<file path="src/rtl/hazard_pkg.sv">
// hazard_pkg: scoreboard entry type, default parameters and entry aging helper
package hazard_pkg;
    localparam int NREG_DEF   = 32;
    localparam int DEPTH_DEF  = 3;
    localparam int TW_DEF     = 2;
    localparam int MD_LAT_DEF = 5;
    localparam int FWD_RF     = 0;
    // Entry fields are sized for the largest supported configuration (NREG<=256, TW<=8)
    localparam int FW         = 8;
    typedef struct packed {
        logic          vld;
        logic [FW-1:0] dst;
        logic [FW-1:0] tnew;
        logic [FW-1:0] rs;
        logic [FW-1:0] rt;
    } sb_entry_t;
    function automatic sb_entry_t age_entry(sb_entry_t e);
        sb_entry_t a = e;
        a.tnew = (e.tnew != '0) ? e.tnew - 1'b1 : '0;
        return a;
    endfunction
endpackage

</file>
<file path="src/rtl/hazard_match.sv">
// hazard_match: youngest-match priority search over stages start..DEPTH
module hazard_match import hazard_pkg::*; #(
    parameter int DEPTH = DEPTH_DEF,
    localparam int SW = $clog2(DEPTH + 1)
) (
    input  logic [FW-1:0] src,
    input  sb_entry_t     ent [1:DEPTH],
    input  logic [SW-1:0] start,
    output logic          hit,
    output logic [SW-1:0] k,
    output logic [FW-1:0] tnew
);
    logic unused_rsrt;
    // Scan oldest to youngest so the youngest matching stage is the last one written
    always_comb begin
        hit = 1'b0;
        k = '0;
        tnew = '0;
        unused_rsrt = 1'b0;
        for (int i = DEPTH; i >= 1; i--) begin
            unused_rsrt = unused_rsrt ^ (^{ent[i].rs, ent[i].rt});
            if (i >= int'(start) && ent[i].vld && ent[i].dst == src && src != '0) begin
                hit = 1'b1;
                k = SW'(i);
                tnew = ent[i].tnew;
            end
        end
    end
endmodule

</file>
<file path="src/rtl/hazard_scoreboard.sv">
// hazard_scoreboard: pipeline hazard scoreboard with stall/forward selects; HAZARD_MD_EN enables the mult/div busy tracker
module hazard_scoreboard import hazard_pkg::*; #(
    parameter int NREG   = NREG_DEF,
    parameter int DEPTH  = DEPTH_DEF,
    parameter int TW     = TW_DEF,
    parameter int MD_LAT = MD_LAT_DEF,
    localparam int RW = $clog2(NREG),
    localparam int SW = $clog2(DEPTH + 1)
) (
    input  logic          clk,
    input  logic          clear_n,
    input  logic          d_valid,
    input  logic [RW-1:0] d_rs,
    input  logic [RW-1:0] d_rt,
    input  logic [TW-1:0] d_tuse_rs,
    input  logic [TW-1:0] d_tuse_rt,
    input  logic [RW-1:0] d_dst,
    input  logic [TW-1:0] d_tnew,
    input  logic          d_md,
    input  logic          d_md_start,
    output logic          stall,
    output logic [SW-1:0] fwd_d_rs,
    output logic [SW-1:0] fwd_d_rt,
    output logic [SW-1:0] fwd_e_rs,
    output logic [SW-1:0] fwd_e_rt,
    output logic          md_busy
);
    sb_entry_t     sb [1:DEPTH];
    logic [FW-1:0] src [4];
    logic [3:0]    hit;
    logic [SW-1:0] k [4];
    logic [FW-1:0] tn [4];
    logic          haz_stall;
    logic          md_stall;
    logic          accept;

    assign src[0] = FW'(d_rs);
    assign src[1] = FW'(d_rt);
    assign src[2] = sb[1].rs;
    assign src[3] = sb[1].rt;

    // Sources 0/1 are D operands (search from E), 2/3 are E operands (search from M)
    for (genvar g = 0; g < 4; g++) begin : g_match
        hazard_match #(.DEPTH(DEPTH)) u_match (
            .src  (src[g]),
            .ent  (sb),
            .start(SW'(g < 2 ? 1 : 2)),
            .hit  (hit[g]),
            .k    (k[g]),
            .tnew (tn[g])
        );
    end

    assign haz_stall = d_valid && ((hit[0] && tn[0] > FW'(d_tuse_rs)) || (hit[1] && tn[1] > FW'(d_tuse_rt)));
    assign stall     = haz_stall || md_stall;
    assign accept    = d_valid && !stall;
    assign fwd_d_rs  = (hit[0] && tn[0] == '0) ? k[0] : SW'(FWD_RF);
    assign fwd_d_rt  = (hit[1] && tn[1] == '0) ? k[1] : SW'(FWD_RF);
    assign fwd_e_rs  = (sb[1].vld && hit[2] && tn[2] == '0) ? k[2] : SW'(FWD_RF);
    assign fwd_e_rt  = (sb[1].vld && hit[3] && tn[3] == '0) ? k[3] : SW'(FWD_RF);

    // Advance the scoreboard one stage per cycle; a stalled or empty D becomes a bubble in E
    always_ff @(posedge clk) begin
        if (!clear_n) begin
            for (int i = 1; i <= DEPTH; i++) sb[i] <= '0;
        end else begin
            sb[1] <= accept ? '{vld: 1'b1, dst: FW'(d_dst), tnew: FW'(d_tnew), rs: FW'(d_rs), rt: FW'(d_rt)} : '0;
            for (int i = 2; i <= DEPTH; i++) sb[i] <= age_entry(sb[i-1]);
        end
    end

`ifdef HAZARD_MD_EN
    localparam int CW = $clog2(MD_LAT + 1);
    logic [CW-1:0] md_cnt;
    assign md_busy  = md_cnt != '0;
    assign md_stall = d_valid && d_md && md_busy;
    // Busy countdown, reloaded only when a start actually leaves D
    always_ff @(posedge clk) begin
        if (!clear_n) md_cnt <= '0;
        else if (accept && d_md_start) md_cnt <= CW'(MD_LAT);
        else if (md_busy) md_cnt <= md_cnt - 1'b1;
    end
`else
    logic unused_md;
    assign unused_md = d_md ^ d_md_start;
    assign md_busy   = 1'b0;
    assign md_stall  = 1'b0;
`endif
endmodule

</file>
<file path="config.mk">
export PLATFORM = sky130hd
export DESIGN_NAME = hazard_scoreboard
export DESIGN_NICKNAME = d
export VERILOG_FILES = /design/src/rtl/hazard_pkg.sv /design/src/rtl/hazard_match.sv /design/src/rtl/hazard_scoreboard.sv
export SDC_FILE = /design/constraint.sdc
export NUM_CORES = 1
export LEC_CHECK = 0
export BUFFER_PORTS_ARGS = -buffer_cell sky130_fd_sc_hd__buf_2
export CAP_MARGIN = 20
export CORE_ASPECT_RATIO = 0.8
export CORE_MARGIN = 5
export CORE_UTILIZATION = 45
export DETAILED_ROUTE_END_ITERATION = 8
export GPL_ROUTABILITY_DRIVEN = 0
export GPL_TIMING_DRIVEN = 1
export PLACE_DENSITY = 0.68
export SLEW_MARGIN = 0
export SYNTH_ARGS = -nofsm -noshare
export SYNTH_HDL_FRONTEND = slang
export SYNTH_SLANG_ARGS = --single-unit
</file>
<file path="constraint.sdc">
create_clock -name clk -period 9.8 [get_ports clk]
set_input_delay 0.49 -clock clk [delete_from_list [all_inputs] [get_ports clk]]
set_output_delay 0.49 -clock clk [all_outputs]
set_load 0.005 [all_outputs]
</file>
======== Yosys cells after proc, flatten, opt, wreduce, memory -nomap -nowiden ========
Index checks and enable logic that the tools add are counted.
storage, ports and cells
  flip-flop bits (word level) ............. 67
  logic and storage cells ................. 109
  output and inout bits ................... 10
  input port bits ......................... 26
operators by class
  equality and inequality tests ........... 10
  $lt $le $gt $ge ......................... 2
  $add $sub $neg .......................... 2
  reduce and logical (&&, ||, !) cells .... 45
  muxes and demuxes ....................... 35
operators with widths
  kind                                                                 count
  8-bit 2-to-1 mux                                                     10
  8-bit by 5-bit equality test with 1-bit output                       6
  8-bit nonzero test                                                   6
  33-bit 2-to-1 mux                                                    1
  8-bit equality test                                                  4
  8-bit zero test                                                      4
  1-bit logical AND                                                    30
  2-bit 2-to-1 mux                                                     14
  8-bit by 2-bit greater-than comparator with 1-bit output             2
  8-bit by 1-bit subtractor with 8-bit output (second input constant)  2
  1-bit 2-to-1 mux                                                     10
  2-bit AND reduction                                                  3
  1-bit zero test                                                      1
  1-bit logical OR                                                     1

======== Logic depth before layout (Yosys ltp) ========
Gate-level depths: netlist (run 1).
  word-level depth ........................ 13
  depth in mapped cells ................... 14
  gate-level depth less buffers ........... 12

======== Hierarchy ========
From an unflattened synthesis (run 1), not the netlist that was laid out.
unflattened totals
  cells, all modules ...................... 566
  area total of the unflattened synthesis .. 4,539.4 um2
by module, submodules not included
  module             cells each  area each (um2)  sequential area each (um2)  instances
  hazard_match       89          608.1            0.0                         4
  hazard_scoreboard  210         2,107.0          1,181.1                     1

======== Worst setup path after synthesis (run 1) ========
OpenSTA, ideal clock, no wires.
  path kind ............................... input to output
  start ................................... in d_rs[2]
  end ..................................... out stall
  data arrival time ....................... 3,168 ps
  buffers on the path ..................... 1
  slack ................................... 6,142 ps
  stages on the path ...................... 13
  required time ........................... 9,310 ps
  cell sequence ........................... buf_6 or4_4 nor2_4 nor4_4 or3b_1 a31oi_2 inv_1 ha_1 nand2_1 o21ai_0 a22oi_2 a2bb2oi_4 o21a_1
on the way
  word-level cells in the longest chain between the ends .. 10
  elaborated cells on any way between the ends .. 20
  classes of those cells .................. order compare: 1; eq/ne: 3; mux: 6; reduce/logical: 10
ends and longest elaborated chain
  element                                                   RTL line                 source
  start: declaration                                        hazard_scoreboard.sv:13  input logic [RW-1:0] d_rs,
  8-bit by 5-bit equality test with 1-bit output            hazard_match.sv:22       if (i >= int'(start) && ent[i].vld && ent[i].dst == src && src != '0) begin
  1-bit logical AND (2 in series)                           hazard_match.sv:22
  8-bit 2-to-1 mux (3 in series)                            hazard_match.sv:22
  8-bit by 2-bit greater-than comparator with 1-bit output  hazard_scoreboard.sv:54  assign haz_stall = d_valid && ((hit[0] && tn[0] > FW'(d_tuse_rs)) || (hit[1] && tn[1] > FW'(d_tuse_rt)));
  1-bit logical AND *                                       hazard_scoreboard.sv:54
  1-bit logical OR *                                        hazard_scoreboard.sv:54
  1-bit logical AND *                                       hazard_scoreboard.sv:54
  end: declaration                                          hazard_scoreboard.sv:21  output logic stall,
Every way passes the cells marked *; elsewhere a longest branch is shown, timed or not.

======== Worst setup path in the final report (run 1) ========
  start ................................... reg sb[28] in the netlist's numbering
  end ..................................... out stall
on the way
  word-level cells in the longest chain between the ends .. 10
  elaborated cells on any way between the ends .. 24
  classes of those cells .................. order compare: 2; eq/ne: 2; mux: 12; reduce/logical: 8
ends and longest elaborated chain
  element                                                   RTL line                 source
  start: declaration                                        hazard_scoreboard.sv:28  sb_entry_t sb [1:DEPTH];
  8-bit by 5-bit equality test with 1-bit output            hazard_match.sv:22
  1-bit logical AND (2 in series)                           hazard_match.sv:22
  8-bit 2-to-1 mux (3 in series)                            hazard_match.sv:22
  8-bit by 2-bit greater-than comparator with 1-bit output  hazard_scoreboard.sv:54
  1-bit logical AND                                         hazard_scoreboard.sv:54
  1-bit logical OR *                                        hazard_scoreboard.sv:54
  1-bit logical AND *                                       hazard_scoreboard.sv:54
Marked as above.

==> flow_summary_export.csv, run 1 <==
group,metric,value,unit
yosys,synth-seq-cells,39,
setup_path,startpoint_type,"flop",
routing,drt-wirelength-per-cell,15.3,um
final_layout,drive_gt1_share,24.3,%
sta,clock_skew,0.00488,ns
power,power.switching,0.0878,mW
power,clkPwrFrac,37.1,%
clocking,cts_tree,"yes",
final_layout,multiInputGateArea,1510,sq um
yosys,synth_edf_count,0,
sta,setup_viol,0,
yosys,yosys.area_share.simple,29.2,%
global_route,grt-ovfl-total,0,
sta,fin_crit_sh,44.4,%
routing,drt_iter0_markers,59,
power,power.density,129,nW/um^2
die,ioPinCount,36,
clocking,post_cts_buffers,0,
status,outcome,"completed",
final_layout,fin_util,50.1,%
setup_path,cp_max_fo,19,
power,seq_power_share,49.8,%
clocking,numCtsBuffers,5,
final_layout,mostFrequentLayoutCells,"dfxtp_1, xnor2_1, buf_2",
clocking,clkSinkCount,39,
clocking,cts_resized,0,
yosys,synth_compound_area_share,9.52,%
die,die_area,7080,sq um
clocking,clk_path_buf_depth,2,
clocking,clock_latency,0.29,ns
power,power.internal,0.261,mW
die,core-area,5380,sq um
sta,slew_headroom,53.6,%
die,start_util,46.0,%
yosys,synth_xor_area_share,17.7,%
final_layout,fillers,518,
sta,finalSetupTns,0,ns
clocking,clock-root-buffer,"clkbuf_8",
global_route,antenna_found_initial,0,
die,die_h,76.3,um
place,hpwl,4.18,mm
yosys,synth_top_family_by_area,"simple AND/OR/NAND/NOR gates",
yosys,synthArstFlopShare,0,%
global_route,grt_usage,16.6,%
routing,dr.pass1.iters,4,
global_route,grt_pass1_wl,9.11,mm
final_layout,largestRegisters,"sb: 39 flops",
worst_hold_path,hold_class,"in -> reg",
sta,fmax,230,MHz
yosys,synth.avg_cell_area,9.36,sq um
final_layout,area_delta_synth_final,9.06,%
yosys,synth_fa_ha_area_share,4.56,%
clocking,cts.clk_slew.worst_paths,0.07,ns
global_route,grt_pass1_vias,1820,
power,p_sw_share,25.2,%
yosys,synth_area,2470,sq um
sta,hold_viol_final,0,
place,port_buffers,32,
setup_path,end_kind,"output pin",
yosys,ys_types,38,
clocking,hold_buffers,0,
clocking,htree_levels,2,
yosys,yosysSeqAreaShare,31.6,%
routing,drt_wl_total,5.42,mm
routing,vias,1847,
final_layout,final_nets,323,
routing,via_per_inst,5.23,
routing,drtAntennaViolNets,0,
sta,rsz0062_at_grt,"false",
routing,drc,0,
power,p_leak,1.17,nW
die,num_rows,24,
setup_path,worst_ep_arrival_time,3.86,ns
setup_path,worstPathRequired,9.31,ns
final_layout,seq_area,781,sq um
power,ir_drop,0.0633,mV
final_layout,diodes,0,
final_layout,largest_register_ffs,39,
final_layout,top_register,"sb",
global_route,grt_max_degree,20,
yosys,syn_inst,264,
sta,finalMaxSlewViolations,0,
sta,worstMarginPinSlew,0.694,ns
sta,period_needed,4.35,ns
final_layout,mostFrequentLayoutCell,"dfxtp_1",
setup_path,critical_path_class,"reg -> out",
yosys,muxShareOfSynthArea,0,%
die,die_w,92.9,um
power,comb_power_share,13.1,%
yosys,yosys_warnings,0,
yosys,ys.flop_type,"dfxtp_1",
run,drv_cap,0,
## cells in the mapped netlist (all sizes together), types with 2 or more instances
master / n / area share, %
o21ai: 3 / 0.61
clkbuf: 9 / 1.4
or3: 2 / 0.91
or3b: 2 / 0.71
nor4: 5 / 3.1
nor3b: 3 / 0.91
nand3: 2 / 0.41
nand2: 27 / 4.1
xnor2: 34 / 12
a22oi: 2 / 1.0
a31oi: 2 / 1.0
a2bb2oi: 4 / 2.8
nor3: 22 / 6.5
and2: 13 / 3.3
buf: 7 / 3.8
ha: 9 / 4.6
xor2: 16 / 5.7
a2111oi: 2 / 1.2
nor2b: 2 / 0.51
a211oi: 2 / 0.61
a31o: 2 / 0.71
inv: 14 / 2.1
a21o: 4 / 1.2
nand4: 9 / 2.3
nor2: 17 / 3.2
or4: 8 / 3.0
dfxtp: 39 / 32
## final cells by class
class / instances / area share [%]
inverters: 14 / 1.95
well taps: 65 / 3.02
clock buffers: 5 / 2.55
flip-flops and latches: 39 / 29.0
clock inverters: 2 / 1.39
multi-input cells: 196 / 56.2
repair buffers: 32 / 5.94
## stage by stage
stage / instance area, sq um / hold slack, ns / power [mW] / instances / setup slack (ns)
after floorplan: 2470 / 0.426 / 0.210 / 265 / 6.14
after global placement: 2590 / 0.469 / 0.222 / 346 / 5.51
after detailed placement: 2590 / 0.473 / 0.223 / 346 / 5.47
after CTS: 2700 / 0.403 / 0.352 / 353 / 5.44
after global routing: 2700 / 0.395 / 0.367 / 353 / 5.17
final: 2700 / 0.408 / 0.349 / 353 / 5.45
## power by group through the flow
stage / combinational, mW / sequential (mW) / clock [mW]
finish: 0.0456 / 0.174 / 0.129
global route: 0.0514 / 0.175 / 0.141
CTS: 0.0460 / 0.174 / 0.132
detailed placement: 0.0457 / 0.177 / 0
global placement: 0.0442 / 0.177 / 0
floorplan: 0.0361 / 0.174 / 0
## worst max-delay path, cell delays in order (launching register included)
cell	delay, ns
dfxtp_1	0.46
xnor2_1	0.15
nand4_1	0.11
or4_4	0.47
or3b_1	0.39
a31oi_2	0.27
inv_1	0.08
ha_1	0.27
nand2_1	0.06
o21ai_0	0.18
a22oi_2	0.23
a2bb2oi_4	0.56
o21a_1	0.21
buf_2	0.10
## routing by layer
layer  vias up  wire length [um]  part of all wire, %  track usage [%]
met2        40              2410                   44             25.2
met4         0               107                  2.0             7.03
met3         9               263                  4.9             4.44
met5         -                 0                    0                0
met1       861              2640                   49             22.1
li1        937                 -                    -                -
## path summary, 6_finish.rpt
kind | from | endpoint | slack [ns] | cells past startpoint
worst min register to register | sb[82] | sb[49] | 0.49 | 1
worst min-delay path | d_dst[2] | sb[92] | 0.41 | 3
worst max-delay path | sb[28] | stall | 5.45 | 13
worst max register to register | sb[28] | sb[68] | 6.26 | 12
## kinds of logic after synthesis
kind of cell,count (synthesis)
flops,39
xor+xnor,50
compound gates,22
other cells,1
simple gates,113
fa+ha+maj,9
buf+inv,30
Power figures use the tool's default switching activity.
==> run 2, diff against run 1 <==
==> constraint.sdc (replaced) <==
create_clock -name clk -period 4.33 [get_ports clk]
set_input_delay 0.2165 -clock clk [delete_from_list [all_inputs] [get_ports clk]]
set_output_delay 0.2165 -clock clk [all_outputs]
set_load 0.005 [all_outputs]
==> run 2 against run 1 <==
  * Clock skew grew 0.0013 ns
  * Cell area shrank 0.28%
  * Clock power grew 110%
  * Register-to-register slack lost 5.4 ns
  * Die area is the same
  * Sequential share of layout area grew 0.081 points
  * Sequential power grew 130%
  * Setup slack lost 5.1 ns
  * Flip-flop and latch count is the same
  * Critical path depth is the same
  * Power grew 120%
  * Clock-buffer cell count grew 1
  * Largest cell class unchanged
  * Highest routed layer unchanged
==> flow_summary_export.csv, run 2 (same netlist as run 1, synthesis figures left out) <==
group,metric,value,unit
setup_path,r2r_setup_slack,0.82,ns
worst_hold_path,hold_class,"in -> reg",
clocking,numCtsBuffers,5,
sta,slew_headroom,56.4,%
setup_path,worst_ep_arrival_time,3.79,ns
global_route,antenna_found_initial,0,
routing,vias,1827,
setup_path,critical_path_buf_inv_count,2,
power,power.density,283,nW/um^2
routing,dr.pass1.iters,4,
routing,drt_iter0_markers,56,
setup_path,r2r-start,"sb[59]",
setup_path,worstPathRequired,4.11,ns
die,core-area,5380,sq um
final_layout,area_delta_synth_final,8.76,%
setup_path,r2r_cells,12,
final_layout,final_nets,324,
sta,setup_viol,0,
clocking,post_cts_buffers,0,
clocking,clock-root-buffer,"clkbuf_8",
setup_path,r2r_end,"sb[93]",
worst_hold_path,hold_start,"d_dst[3]",
sta,finalMaxSlewViolations,0,
final_layout,top_register,"sb",
place,port_buffers,32,
clocking,clk_path_buf_depth,2,
global_route,grt_max_degree,20,
worst_hold_path,min_path_cells,3,
setup_path,end_kind,"output pin",
routing,drc,0,
global_route,grt_pass1_vias,1809,
routing,drtAntennaViolNets,0,
final_layout,final_area,2690,sq um
routing,drt-wirelength-per-cell,14.9,um
setup_path,startpoint_type,"flop",
setup_path,cpPeakStageDelay,0.54,ns
sta,period_needed,4.01,ns
global_route,grt-ovfl-total,0,
setup_path,worstPathCellList,"xnor2_1 -> nand4_1 -> or4_4 -> or3b_1 -> a31oi_2 -> inv_1 -> ha_1 -> nand2_1 -> o21ai_0 -> a22oi_2 -> a2bb2oi_4 -> o21a_1 -> buf_2",
clocking,hold_buffers,0,
sta,fmax,250,MHz
die,die_h,76.3,um
place,placed_area,2600,sq um
sta,hold_viol_final,0,
die,die_area,7080,sq um
clocking,cts_resized,0,
routing,drt_wl_total,5.26,mm
clocking,clock_latency,0.30,ns
sta,finalSetupTns,0,ns
run,drv_cap,0,
worst_hold_path,hold_end,"sb[93]",
final_layout,diodes,0,
die,num_rows,24,
setup_path,slowest_stage,"a2bb2oi_4",
clocking,clkSinkCount,39,
power,ir_drop,0.123,mV
clocking,cts_tree,"yes",
global_route,grt_usage,16.3,%
die,ioPinCount,36,
sta,fin_crit_sh,92.5,%
status,outcome,"completed",
sta,worstMarginPinSlew,0.651,ns
final_layout,mostFrequentLayoutCell,"dfxtp_1",
place,hpwl,4.16,mm
sta,rsz0062_at_grt,"false",
power,p_leak,1.17,nW
setup_path,cp_top_family,"compound AO/OA/AOI/OAI gates",
final_layout,largestRegisters,"sb: 39 flops",
sta,holdWs,0.129,ns
routing,via_per_inst,5.16,
setup_path,cp_max_fo,19,
final_layout,largest_register_ffs,39,
clocking,htree_levels,2,
setup_path,critical_path_class,"reg -> out",
final_layout,mostFrequentLayoutCells,"dfxtp_1, xnor2_1, buf_2",
die,start_util,46.0,%
clocking,cts.clk_slew.worst_paths,0.07,ns
sta,clock_skew,0.00618,ns
final_layout,drive_gt1_share,24.6,%
global_route,grt_pass1_wl,9.10,mm
die,die_w,92.9,um
run 2: worst max path at each step:
stage            start  endpoint  depth (start not counted)
2_1_floorplan   sb[28]     stall                         13
5_1_grt         sb[59]     stall                         12
6_report        sb[27]     stall                         13
3_3_place_gp   d_rs[1]     stall                         14
4_1_cts         sb[26]     stall                         13
3_5_place_dp   d_rs[1]     stall                         14
run 2: metrics by stage:
stage | util [%] | power (mW) | setup slack, ns | instances
finish | 50.0 | 0.762 | 0.323 | 354
global route | 50.0 | 0.806 | 0.0241 | 354
CTS | 50.0 | 0.770 | 0.294 | 354
detailed placement | 48.3 | 0.506 | 0.602 | 347
global placement | 48.3 | 0.503 | 0.645 | 347
floorplan | - | 0.475 | 1.15 | 265
run 2: where the power goes:
group / internal, mW / leakage [nW] / switching, mW
Sequential: 0.375 / 0.320 / 0.0184
Combinational: 0.0477 / 0.805 / 0.0560
Clock: 0.128 / 0.0477 / 0.137
run 2: routing by layer:
metal	up-vias	global-route usage (%)	wire, um
met5	-	0	0
li1	931	-	-
met1	841	22.9	2720
met4	0	4.83	60
met3	9	4.84	292
met2	46	24.1	2190
run 2: cell type report:
| class | count | area [sq um] |
|---|---|---|
| Timing Repair Buffer | 33 | 168 |
| Tap cell | 65 | 81.3 |
| Clock buffer | 6 | 82.6 |
| Clock inverter | 1 | 8.76 |
| Fill cell | 521 | 2690 |
| Sequential cell | 39 | 781 |
| Inverter | 14 | 52.6 |
| Multi-Input combinational cell | 196 | 1510 |
run 2: worst reg2reg max path, stage by stage (launching register included):
cell,delay [ns]
dfxtp_1,0.49
xnor2_1,0.16
nand4_1,0.21
nor4_4,0.42
a21o_1,0.19
a2bb2oi_1,0.32
ha_1,0.31
nor2b_1,0.13
o21ai_0,0.45
a22oi_2,0.13
a2bb2oi_4,0.22
buf_4,0.25
nor3_1,0.17
==> run 3, diff against run 2 <==
--- a/config.mk
+++ b/config.mk
@@ -5,6 +5,7 @@
 export SDC_FILE = /design/constraint.sdc
 export NUM_CORES = 1
 export LEC_CHECK = 0
+export ABC_AREA = 1
 export BUFFER_PORTS_ARGS = -buffer_cell sky130_fd_sc_hd__buf_2
 export CAP_MARGIN = 20
 export CORE_ASPECT_RATIO = 0.8
==> run 3 against run 2 <==
  * Critical endpoint unchanged
  * Flip-flop and latch count did not move
  * Highest routed layer unchanged
  * Clock-buffer cell count down 1
  * Clock power fell by 9.1%
  * Critical path depth grew 6
  * Clock skew grew 0.0045 ns
  * Die area rose by 1.6%
  * Cell area increased by 5.1%
  * Non-clock buffer count is 1 lower
  * Final cell count increased by 45%
  * Power fell by 2.1%
  * Global-route usage grew 1.5 points
==> flow_summary_export.csv, run 3 <==
group,metric,value,unit
status,outcome,"completed",
global_route,grt_pass1_wl,10.3,mm
global_route,grt_usage,17.9,%
power,seq_power_share,52.1,%
setup_path,r2r_cells,19,
worst_hold_path,min_path_cells,3,
sta,fmax,344,MHz
yosys,synth_edf_count,0,
die,num_rows,24,
power,ir_drop,0.179,mV
place,port_buffers,32,
yosys,synth.avg_cell_area,6.31,sq um
clocking,htree_levels,2,
clocking,cts_resized,0,
final_layout,final_nets,470,
clocking,clock_latency,0.29,ns
routing,drtAntennaViolNets,0,
setup_path,critical_path_class,"reg -> out",
die,die_area,7200,sq um
final_layout,mostFrequentLayoutCells,"nand2_1, inv_1, nor2_1",
yosys,synth.most_common_cell,"nand2_1",
yosys,ys.flop_type,"dfxtp_1",
sta,rsz0062_at_grt,"false",
setup_path,r2r_setup_slack,1.63,ns
power,comb_power_share,15.6,%
yosys,synth_common_cells,"nand2_1, inv_1, nor2_1",
final_layout,top_register,"sb",
sta,fin_crit_sh,67.2,%
yosys,synth.area.top_cells,"dfxtp_1, nand2_1, inv_1",
place,dp_worst_setup_slack,1.65,ns
die,start_util,46.3,%
final_layout,layout.cells.non_filler,513,
power,p_leak,1.55,nW
sta,clock_skew,0.0107,ns
yosys,synth_compound_area_share,7.86,%
clocking,numCtsBuffers,5,
yosys,yosysSeqAreaShare,31.0,%
clocking,post_cts_buffers,0,
place,dpl.cell_count,506,
die,die_w,93.6,um
die,die_h,76.9,um
setup_path,r2r-start,"sb[58]",
global_route,antenna_found_initial,0,
sta,finalSetupTns,0,ns
final_layout,drive_gt1_share,18.2,%
routing,via_per_inst,4.73,
yosys,synth_area,2520,sq um
sta,worstMarginPinSlew,0.529,ns
routing,drc,0,
yosys,synthArstFlopShare,0,%
yosys,muxShareOfSynthArea,0,%
final_layout,largestRegisters,"sb: 39 flops",
clocking,cts.clk_slew.worst_paths,0.07,ns
yosys,syn_inst,399,
global_route,grt_max_degree,19,
yosys,yosys.area_share.simple,40.0,%
sta,finalMaxSlewViolations,0,
die,core-area,5440,sq um
worst_hold_path,hold_end,"sb[93]",
yosys,yosys_warnings,0,
routing,drt-wirelength-per-cell,12.1,um
clocking,hold_buffers,0,
yosys,synth-seq-cells,39,
setup_path,worstPathRequired,4.11,ns
worst_hold_path,hold_class,"in -> reg",
final_layout,diodes,0,
final_layout,largest_register_ffs,39,
yosys,synth_xor_area_share,3.13,%
yosys,synth_fa_ha_area_share,4.48,%
power,power.switching,0.219,mW
yosys,ys_types,33,
yosys,synth_top_area_share,31.0,%
final_layout,mostFrequentLayoutCell,"nand2_1",
clocking,clk_path_buf_depth,2,
final_layout,multiInputGateArea,1400,sq um
yosys,yosysTopAreaCell,"dfxtp_1",
sta,hold_viol_final,0,
final_layout,area_delta_synth_final,12.2,%
power,p_sw_share,29.3,%
routing,dr.pass1.iters,5,
power,clkPwrFrac,32.3,%
setup_path,startpoint_type,"flop",
clocking,clock-root-buffer,"clkbuf_8",
sta,layout_setup_ws,1.42,ns
sta,slew_headroom,64.4,%
routing,vias,2428,
place,hpwl,4.97,mm
routing,drt_wl_total,6.20,mm
setup_path,end_kind,"output pin",
yosys,synth_top_family_by_area,"simple AND/OR/NAND/NOR gates",
setup_path,cp_max_fo,6,
sta,period_needed,2.91,ns
power,power.density,264,nW/um^2
final_layout,fillers,566,
clocking,clkSinkCount,39,
global_route,grt-ovfl-total,0,
setup_path,r2r_end,"sb[68]",
setup_path,worst_ep_arrival_time,2.69,ns
worst_hold_path,hold_start,"d_dst[3]",
run,drv_cap,0,
power,power.internal,0.527,mW
die,ioPinCount,36,
routing,drt_iter0_markers,206,
final_layout,seq_area,781,sq um
sta,setup_viol,0,
clocking,cts_tree,"yes",
global_route,grt_pass1_vias,2265,
## run 3: how the worst max path moves through the flow
stage	from	to	slack, ns	cells past startpoint
after floorplan	sb[57]	sb[78]	2.08	20
after global placement	sb[59]	sb[92]	1.67	19
after detailed placement	sb[58]	sb[68]	1.65	19
after CTS	sb[58]	stall	1.43	19
after global routing	sb[58]	stall	1.11	19
final	sb[58]	stall	1.42	19
## run 3: final cells by class
class / instances / area share (%)
clock buffers: 5 / 2.44
clock inverters: 2 / 0.487
inverters: 80 / 10.6
multi-input cells: 277 / 49.7
flip-flops and latches: 39 / 27.6
well taps: 78 / 3.46
repair buffers: 32 / 5.67
## run 3: power by group through the flow
| stage | clock network [mW] | logic (mW) | registers (mW) |
|---|---|---|---|
| finish | 0.241 | 0.117 | 0.389 |
| global route | 0.259 | 0.132 | 0.391 |
| CTS | 0.246 | 0.116 | 0.388 |
| detailed placement | 0 | 0.116 | 0.397 |
| global placement | 0 | 0.113 | 0.397 |
| floorplan | 0 | 0.0838 | 0.392 |
## run 3: cells by family after synthesis
group | Yosys count
AND/OR/NAND/NOR | 221
buffers and inverters | 84
flip-flops | 39
AO/OA/AOI/OAI | 36
XOR/XNOR | 9
adder cells (fa/ha/maj) | 9
other | 1
## run 3: metrics by stage
step / power, mW / hold WS, ns / area [sq um] / utilization (%)
global route: 0.782 / 0.140 / 2820 / 52.0
floorplan: 0.476 / 0.314 / 2520 / -
finish: 0.746 / 0.140 / 2820 / 52.0
global placement: 0.510 / 0.433 / 2740 / 50.4
detailed placement: 0.513 / 0.436 / 2740 / 50.4
CTS: 0.751 / 0.132 / 2820 / 52.0
## run 3: layer usage
metal | vias to the layer above | share of wire [%] | track usage [%]
met4 | 0 | 0.42 | 4.47
met1 | 1083 | 48 | 24.9
met2 | 71 | 43 | 27.6
met5 | - | 0 | 0
li1 | 1272 | - | -
met3 | 2 | 8.3 | 4.60
## run 3: critical path: stages, from the launching register on
cell	delay, ns
dfxtp_1	0.46
inv_2	0.11
nand2_1	0.07
nand2_1	0.05
nor2_1	0.08
nand2_1	0.11
nor2_4	0.17
inv_1	0.07
nand2_1	0.08
nor2_1	0.04
o21ai_1	0.18
inv_1	0.07
ha_1	0.29
inv_1	0.04
nor2_1	0.07
o21ai_0	0.07
nand2_1	0.10
nand2_4	0.06
a21boi_0	0.15
buf_2	0.14
